## src/rtl/score_display_pkg.sv

```systemverilog
// Shared types and constants for the score display: FSM states, active-low
// gfedcba segment patterns, and the game-state code that means "playing".
package score_display_pkg;

    typedef enum logic [1:0] {
        IDLE  = 2'd0,
        LOAD  = 2'd1,
        SHIFT = 2'd2,
        DONE  = 2'd3
    } state_t;

    localparam logic [6:0] SEG_0     = 7'b1000000;
    localparam logic [6:0] SEG_1     = 7'b1111001;
    localparam logic [6:0] SEG_2     = 7'b0100100;
    localparam logic [6:0] SEG_3     = 7'b0110000;
    localparam logic [6:0] SEG_4     = 7'b0011001;
    localparam logic [6:0] SEG_5     = 7'b0010010;
    localparam logic [6:0] SEG_6     = 7'b0000010;
    localparam logic [6:0] SEG_7     = 7'b1111000;
    localparam logic [6:0] SEG_8     = 7'b0000000;
    localparam logic [6:0] SEG_9     = 7'b0010000;
    localparam logic [6:0] SEG_BLANK = 7'b1111111;

    localparam logic [3:0] GAME_PLAYING = 4'd0;

endpackage

```

## src/rtl/seg7_decoder.sv

```systemverilog
// BCD nibble to active-low seven-segment pattern (gfedcba), purely combinational.
// Non-decimal nibbles light nothing.
module seg7_decoder
    import score_display_pkg::*;
(
    input  logic [3:0] bcd,
    output logic [6:0] seg
);

    always_comb begin
        seg = SEG_BLANK;
        case (bcd)
            4'd0: seg = SEG_0;
            4'd1: seg = SEG_1;
            4'd2: seg = SEG_2;
            4'd3: seg = SEG_3;
            4'd4: seg = SEG_4;
            4'd5: seg = SEG_5;
            4'd6: seg = SEG_6;
            4'd7: seg = SEG_7;
            4'd8: seg = SEG_8;
            4'd9: seg = SEG_9;
            default: seg = SEG_BLANK;
        endcase
    end

endmodule

```

## src/rtl/score_display.sv

```systemverilog
// Periodic double-dabble conversion of the current/high score onto six HEX digits.
// Optional LEADING_ZERO_BLANK_EN blanks digits above the most significant nonzero one.
module score_display
    import score_display_pkg::*;
#(
    parameter int REFRESH_DIV = 500000,
    parameter int SCORE_W     = 18,
    parameter int DIGITS      = 6
) (
    input  logic               CLOCK_50,
    input  logic               reset,
    input  logic [3:0]         game_state,
    input  logic [SCORE_W-1:0] currentScore,
    input  logic [SCORE_W-1:0] highScore,
    output logic [6:0]         HEX0,
    output logic [6:0]         HEX1,
    output logic [6:0]         HEX2,
    output logic [6:0]         HEX3,
    output logic [6:0]         HEX4,
    output logic [6:0]         HEX5,
    output logic               disp_valid
);

    localparam int CNT_W  = (REFRESH_DIV > 1) ? $clog2(REFRESH_DIV) : 1;
    localparam int ITER_W = $clog2(SCORE_W + 1);
    localparam int BCD_W  = 4 * DIGITS;

    if (REFRESH_DIV <= SCORE_W + 3) begin : g_bad_div
        $error("score_display: REFRESH_DIV must exceed SCORE_W + 3");
    end
    if (DIGITS > 6 || (64'd10 ** DIGITS) < (64'd1 << SCORE_W)) begin : g_bad_digits
        $error("score_display: DIGITS must cover the score range and not exceed 6");
    end

    state_t             state_q, state_d;
    logic [CNT_W-1:0]   refresh_cnt;
    logic               tick;
    logic [SCORE_W-1:0] bin_q, bin_shift;
    logic [BCD_W-1:0]   bcd_q, bcd_adj, bcd_shift;
    logic [ITER_W-1:0]  iter_q;
    logic [DIGITS-1:0]  blank;
    logic [6:0]         seg_dec [DIGITS];
    logic [6:0]         hex_q   [DIGITS];

    assign tick = (refresh_cnt == CNT_W'(REFRESH_DIV - 1));

    always_ff @(posedge CLOCK_50 or negedge reset) begin
        if (!reset)    refresh_cnt <= '0;
        else if (tick) refresh_cnt <= '0;
        else           refresh_cnt <= refresh_cnt + CNT_W'(1);
    end

    always_ff @(posedge CLOCK_50 or negedge reset) begin
        if (!reset) state_q <= IDLE;
        else        state_q <= state_d;
    end

    always_comb begin
        state_d = state_q;
        case (state_q)
            IDLE:    if (tick) state_d = LOAD;
            LOAD:    state_d = SHIFT;
            SHIFT:   if (iter_q == ITER_W'(SCORE_W - 1)) state_d = DONE;
            DONE:    state_d = IDLE;
            default: state_d = IDLE;
        endcase
    end

    // Add-3 correction precedes the shift so every nibble stays decimal after doubling.
    always_comb begin
        bcd_adj = bcd_q;
        for (int d = 0; d < DIGITS; d++) begin
            if (bcd_q[4*d +: 4] >= 4'd5) bcd_adj[4*d +: 4] = bcd_q[4*d +: 4] + 4'd3;
        end
        bcd_shift = {bcd_adj[BCD_W-2:0], bin_q[SCORE_W-1]};
        bin_shift = {bin_q[SCORE_W-2:0], 1'b0};
    end

    for (genvar d = 0; d < DIGITS; d++) begin : g_dec
        seg7_decoder u_dec (.bcd(bcd_q[4*d +: 4]), .seg(seg_dec[d]));
    end

`ifdef LEADING_ZERO_BLANK_EN
    logic seen_nonzero;
    always_comb begin
        blank        = '0;
        seen_nonzero = 1'b0;
        for (int d = DIGITS - 1; d >= 1; d--) begin
            if (bcd_q[4*d +: 4] != 4'd0) seen_nonzero = 1'b1;
            blank[d] = !seen_nonzero;
        end
    end
`else
    assign blank = '0;
`endif

    always_ff @(posedge CLOCK_50 or negedge reset) begin
        if (!reset) begin
            bin_q      <= '0;
            bcd_q      <= '0;
            iter_q     <= '0;
            disp_valid <= 1'b0;
            for (int d = 0; d < DIGITS; d++) hex_q[d] <= SEG_0;
        end else begin
            case (state_q)
                LOAD: begin
                    bin_q  <= (game_state == GAME_PLAYING) ? currentScore : highScore;
                    bcd_q  <= '0;
                    iter_q <= '0;
                end
                SHIFT: begin
                    bin_q  <= bin_shift;
                    bcd_q  <= bcd_shift;
                    iter_q <= iter_q + ITER_W'(1);
                end
                DONE: begin
                    for (int d = 0; d < DIGITS; d++)
                        hex_q[d] <= blank[d] ? SEG_BLANK : seg_dec[d];
                    disp_valid <= 1'b1;
                end
                default: ;
            endcase
        end
    end

    // Positions beyond DIGITS (when built narrower) stay dark.
    logic [6:0] hex_pad [6];
    for (genvar k = 0; k < 6; k++) begin : g_pad
        if (k < DIGITS) begin : g_used
            assign hex_pad[k] = hex_q[k];
        end else begin : g_unused
            assign hex_pad[k] = SEG_BLANK;
        end
    end

    assign HEX0 = hex_pad[0];
    assign HEX1 = hex_pad[1];
    assign HEX2 = hex_pad[2];
    assign HEX3 = hex_pad[3];
    assign HEX4 = hex_pad[4];
    assign HEX5 = hex_pad[5];

endmodule
```

## config.mk

```make
export PLATFORM = sky130hd
export DESIGN_NAME = score_display
export DESIGN_NICKNAME = d
export VERILOG_FILES = /design/src/rtl/score_display_pkg.sv /design/src/rtl/seg7_decoder.sv /design/src/rtl/score_display.sv
export SDC_FILE = /design/constraint.sdc
export NUM_CORES = 1
export LEC_CHECK = 0
export CAP_MARGIN = 10
export CORE_MARGIN = 2
export CORE_UTILIZATION = 25
export CTS_BUF_LIST = sky130_fd_sc_hd__clkbuf_8
export CTS_CLUSTER_DIAMETER = 80
export CTS_CLUSTER_SIZE = 24
export DETAILED_ROUTE_END_ITERATION = 10
export SLEW_MARGIN = 40
export SYNTH_ARGS = -nofsm -noshare
export SYNTH_HDL_FRONTEND = slang
export SYNTH_SLANG_ARGS = --single-unit
```

## constraint.sdc

```tcl
create_clock -name CLOCK_50 -period 2.2 [get_ports CLOCK_50]
set_input_delay 0.22 -clock CLOCK_50 [delete_from_list [all_inputs] [get_ports CLOCK_50]]
set_output_delay 0.22 -clock CLOCK_50 [all_outputs]
set_load 0.01 [all_outputs]
```

# == Word level (Yosys, flattened, before mapping) ==
# Memory sizes are Yosys's and may differ from the RTL's. A register that Yosys moved wholly into a read port is not among the register bits.
# Index checks and enable logic that the tools add are counted.
# word_totals
n_memories,6
input_bits,42
reg_bits,69
wordCells,57
rom_bits,672
output_inout_bits,43
# mem_list
name,depth,width,rd,rd_clocked_by_memory_dff,wr,line,source
(name not given),16,7,1,1,0,seg7_decoder.sv:12,case (bcd)
(name not given),16,7,1,1,0,seg7_decoder.sv:12,
(name not given),16,7,1,1,0,seg7_decoder.sv:12,
(name not given),16,7,1,1,0,seg7_decoder.sv:12,
(name not given),16,7,1,1,0,seg7_decoder.sv:12,
(name not given),16,7,1,1,0,seg7_decoder.sv:12,
# op_classes
muxes,14
addsub,8
n_lt_le_gt_ge,6
eq_ne,7
reduce_logical,10
# op_table
operator,n
$pmux W24 S2,1
$pmux W18 S2,1
$ge A4 B3 Y1 const B,6
$add A4 B2 Y4 const B,5
$mux W4,5
$add A19 B1 Y19 const B,1
$eq A19 B19 Y1 const B,1
$mux W19,1
$mux W18,1
$pmux W5 S2,1
$pmux W2 S4,1
$logic_not A1 Y1,6
$add A5 B1 Y5 const B,1
$eq A5 B5 Y1 const B,1
$eq A2 B2 Y1 const B,2
$logic_not A4 Y1,1
$mux W2,2
$ne A2 B2 Y1 const B,2
$add A3 B2 Y3 const B,1
$mux W3,1
$eq A2 B1 Y1 const B,1
$logic_not A2 Y1,1
$reduce_and A2 Y1,1
$reduce_bool A2 Y1,1

# == Longest topological paths before layout ==
# depth
ltp_word,3
depth_mapped,7
mapped_depth_nobuf,7

# == By module ==
# A second synthesis with hierarchy kept.
# hier_totals
cells_unflattened,651
hier_area_um2,6630.1
# modules_own_cells
mod,cells_each,instances,area_per_inst_um2
score_display,455,1,5378.9
seg7_decoder at g_dec[0].u_dec ...,33,5,210.2
seg7_decoder at g_dec[1].u_dec,31,1,200.2

# == Worst setup path before layout ==
# OpenSTA, ideal clock, no wires.
# synth_path
kind,reg-to-reg
startpoint,reg state_q[1]
endpoint,reg bcd_q[16]
n_path_buf,3
arrival_ps,1695
slack_ps,363
stages_incl_launch_ff,7
synth_period_minus_slack_ps,1837
path_cell_list,dfrtp_1 > inv_1 > ha_1 > clkbuf_1 > clkbuf_1 > clkbuf_1 > o32ai_1
# synth_between
elab_chain_cells,2
elab_cells_between_ends,4
cone_classes,2 x eq/ne; 1 x mux; 1 x reduce/logical
# synth_rtl
item,line,source
from (decl),score_display.sv:35,"state_t state_q, state_d;"
from (signal assigned),score_display.sv:55,else state_q <= state_d;
$eq A2 B2 Y1 / $eq A2 B1 Y1 (equally long branches),score_display.sv:105,case (state_q)
$pmux W24 S2 / $reduce_bool A2 Y1 (equally long branches),-,
to (signal assigned),score_display.sv:113,bcd_q <= bcd_shift;
to (decl),score_display.sv:39,"logic [BCD_W-1:0] bcd_q, bcd_adj, bcd_shift;"
# Several ways; a longest one is shown, not always the timed one.
# A chain may end at the register's enable or synchronous reset.

# == Worst setup path after layout ==
# layout_path
startpoint,reg refresh_cnt[0]
endpoint,reg refresh_cnt[16]
# layout_between
elab_chain_cells,2
elab_cells_between_ends,3
cone_classes,1 x add/sub; 1 x eq/ne; 1 x mux
# layout_rtl
item,line,source
from (decl),score_display.sv:36,logic [CNT_W-1:0] refresh_cnt;
from (signal assigned),score_display.sv:50,else refresh_cnt <= refresh_cnt + CNT_W'(1);
$add A19 B1 Y19 / $eq A19 B19 Y1 (equally long branches),"score_display.sv:50, score_display.sv:45",
$mux W19 *,score_display.sv:49,else if (tick) refresh_cnt <= '0;
# Every way passes the cells marked *; elsewhere a longest branch is shown, timed or not.

==> flow_summary.ini <==
[global_route]
grt_pass1_vias = 4754
antenna_found_initial = 0
grt_pass1_wl_um = 23580
globalRouteOverflowTotal = 0
grt_usage_pct = 10.89
grt_max_degree = 66

[setup_path]
critPathLaunchType = flip-flop
cp_max_fo = 7
worst-path-buf-inv = 1
end_kind = flip-flop
required_ps = 2480
cp_cell_sequence = ha_1 -> nand4_1 -> nor3_1 -> buf_4 -> nor2_1 -> nor4b_1
cpMaxStageDelayCell = dfrtp_1
cp.arrival_ps = 2110
crit_family = simple AND/OR/NAND/NOR gates
crit_type = reg -> reg
max_stage_delay_ps = 400

[drt]
remaining_drc_errors = 0
vias_per_cell = 4.568
wire_per_inst_um = 12.74
wirelength_um = 13550
num_vias = 4856
antenna_left = 0
firstDrtPassIters = 4
drt_iter0_drc = 288

[clock_tree]
cts_buffers = 9
cts_tree = done
worstSkewPairLatency_ps = 380
cts_sinks = 111
cts_resized = 0
htree_levels = 3
clk_pin_slew_ps = 110
cts.path.max_buffers = 2
clockRootBuffer = clkbuf_8

[timing]
period_minus_slack_ps = 1831
setup_violations = 0
skew_ps = 14.18
hold_slack_ps = 305.2
fmax_mhz = 546.1
hold_violations = 0
fin_crit_sh_pct = 83.24
rsz0062_at_grt = no
relSlewSlack_pct = 60.53
slew_violations = 0
final.setup.tns_ps = 0
worst_pin_slew_ps = 592.0

[die]
die_x_um = 162.2
num_io_pins = 85
row_count = 57
die-area_um2 = 26320
start_util_pct = 25.59
core_um2 = 24460
die_h_um = 162.2

[power]
switching_power_mw = 0.8021
power_mw = 3.645
swShare_pct = 22.01
clkPwrFrac_pct = 39.9
powerDensity_nw_per_um2 = 468.4
irDropWorstVdd_mv = 0.2262
p_comb_share_pct = 4.2
seqPwrFrac_pct = 56.0
leakagePower_nw = 3.128
power.internal_mw = 2.842

[yosys]
synth_seq_cells = 111
yosysUniqueCellTypes = 52
ys_seq_area_share_pct = 44.49
synth-edff-count = 0
ys_async_sr_fraction_pct = 100.0
syn_area_um2 = 6260
synth-main-ff-cell = dfrtp_1
ys_warn_count = 0
postSynthAreaPerCell_um2 = 9.513
netlist_instances = 658
syn_nets = 741

[min_path]
hold_class = in -> async

[finish]
n_antenna_cell = 0
finish.utilization_pct = 31.81
drive_above_1_share_pct = 9.878
fillers = 2529
area_growth_pct = 24.31
nets = 817

[run]
max-cap-violations = 0

[place]
port_buffers = 84
gp_congestion = 0.7965
dpl.hpwl_um = 9656

[run_status]
status = complete, no violations
## worst reg2reg max path, cell delays in order (launching register included)
cell and delay [ps]:
dfrtp_1 400, ha_1 240, nand4_1 310, nor3_1 270
buf_4 180, nor2_1 50, nor4b_1 280
## final timing paths
check                               start              end  slack (ps)  cells past startpoint
max                        refresh_cnt[0]  refresh_cnt[16]         370                      6
min                                 reset          HEX1[3]         310                      2
max reg2reg                refresh_cnt[0]  refresh_cnt[16]         370                      6
min reg2reg                    disp_valid       disp_valid         480                      1
max in group asynchronous           reset          HEX5[6]        1180                      3
min in group CLOCK_50          disp_valid       disp_valid         480                      1
## final cells by class
class | instances | area (µm²) | area share, %
multi-input cells | 449 | 3117 | 40.05
clock buffers | 11 | 151.4 | 1.946
repair buffers | 100 | 998.5 | 12.83
flip-flops and latches | 111 | 2785 | 35.79
clock inverters | 5 | 87.58 | 1.126
well taps | 324 | 405.4 | 5.210
inverters | 63 | 236.5 | 3.039
## layer usage
metal | vias up | track usage (%) | part of all wire [%]
li1 | 2449 | - | -
met1 | 2326 | 14.74 | 49
met2 | 70 | 17.70 | 47
met3 | 11 | 2.017 | 3.1
met4 | 0 | 3.339 | 1.1
met5 | - | 0 | 0
## per-stage QoR
step,worst slack (ps),instance area (µm²),cells
4_1_cts,327.2,7781,1063
5_1_grt,135.1,7781,1063
3_5_place_dp,234.0,7532,1046
6_report,368.8,7781,1063
3_3_place_gp,293.8,7532,1046
2_1_floorplan,362.7,6260,658
## synthesized netlist by cell type, types with 7 or more instances
master	n	share of area, %
o22ai_1	17	1.7
nor3_1	8	0.64
dfrtp_1	105	42
o31ai_1	8	0.96
nand2b_1	13	1.3
ha_1	41	8.2
o21ai_0	65	5.2
inv_1	61	3.7
nand2_1	52	3.1
xnor2_1	15	2.1
xor2_1	7	0.98
o211ai_1	17	2.0
mux2_2	27	4.9
nor2_1	33	2.0
nand3_1	12	0.96
mux2i_1	27	4.3
a21oi_1	45	3.6
clkbuf_1	28	1.7
## power groups by stage
stage,Combinational (mW),Clock [mW],Sequential (mW)
2_1_floorplan,0.0247,0,2.08
3_3_place_gp,0.156,0,2.08
3_5_place_dp,0.157,0,2.08
4_1_cts,0.158,1.53,2.04
5_1_grt,0.172,1.61,2.04
6_report,0.152,1.45,2.04
## timing repair
item	in CTS	in global routing
hold buffers	1	0
setup buffers	0	0
hold endpoints to repair	27	0
## placed cells by master (no fill, tap or decap), types with 6 or more instances in the layout
cell type / count
xor2_1: 7
o31ai_1: 8
nand2_1: 52
nand3_1: 12
o211ai_1: 17
clkdlybuf4s50_1: 83
clkbuf_8: 11
o21ai_0: 65
nand2b_1: 13
nor3_1: 8
mux2i_1: 27
buf_4: 13
dfrtp_1: 105
o22ai_1: 17
mux2_2: 27
inv_1: 61
xnor2_1: 15
nor2b_1: 6
dfstp_2: 6
nor2_1: 33
ha_1: 38
a21oi_1: 45
o221ai_1: 6
## cell families after synthesis
| family | Yosys count | share of synthesized area (%) |
|---|---|---|
| AO/OA/AOI/OAI | 181 | 17.35 |
| XOR/XNOR | 22 | 3.078 |
| buffers and inverters | 98 | 5.936 |
| AND/OR/NAND/NOR | 151 | 11.77 |
| adder cells (fa/ha/maj) | 41 | 8.195 |
| flip-flops | 111 | 44.49 |
| multiplexers | 54 | 9.174 |
## registers in the layout, summed over array words and instances, names as in the netlist
name	cells
HEX4	7
bcd_q	24
iter_q	5
HEX2	7
HEX0	7
refresh_cnt	19
HEX5	7
bin_q	18
HEX3	7
HEX1	7
disp_valid	1
state_q	2
(Power assumes the default switching activity.)
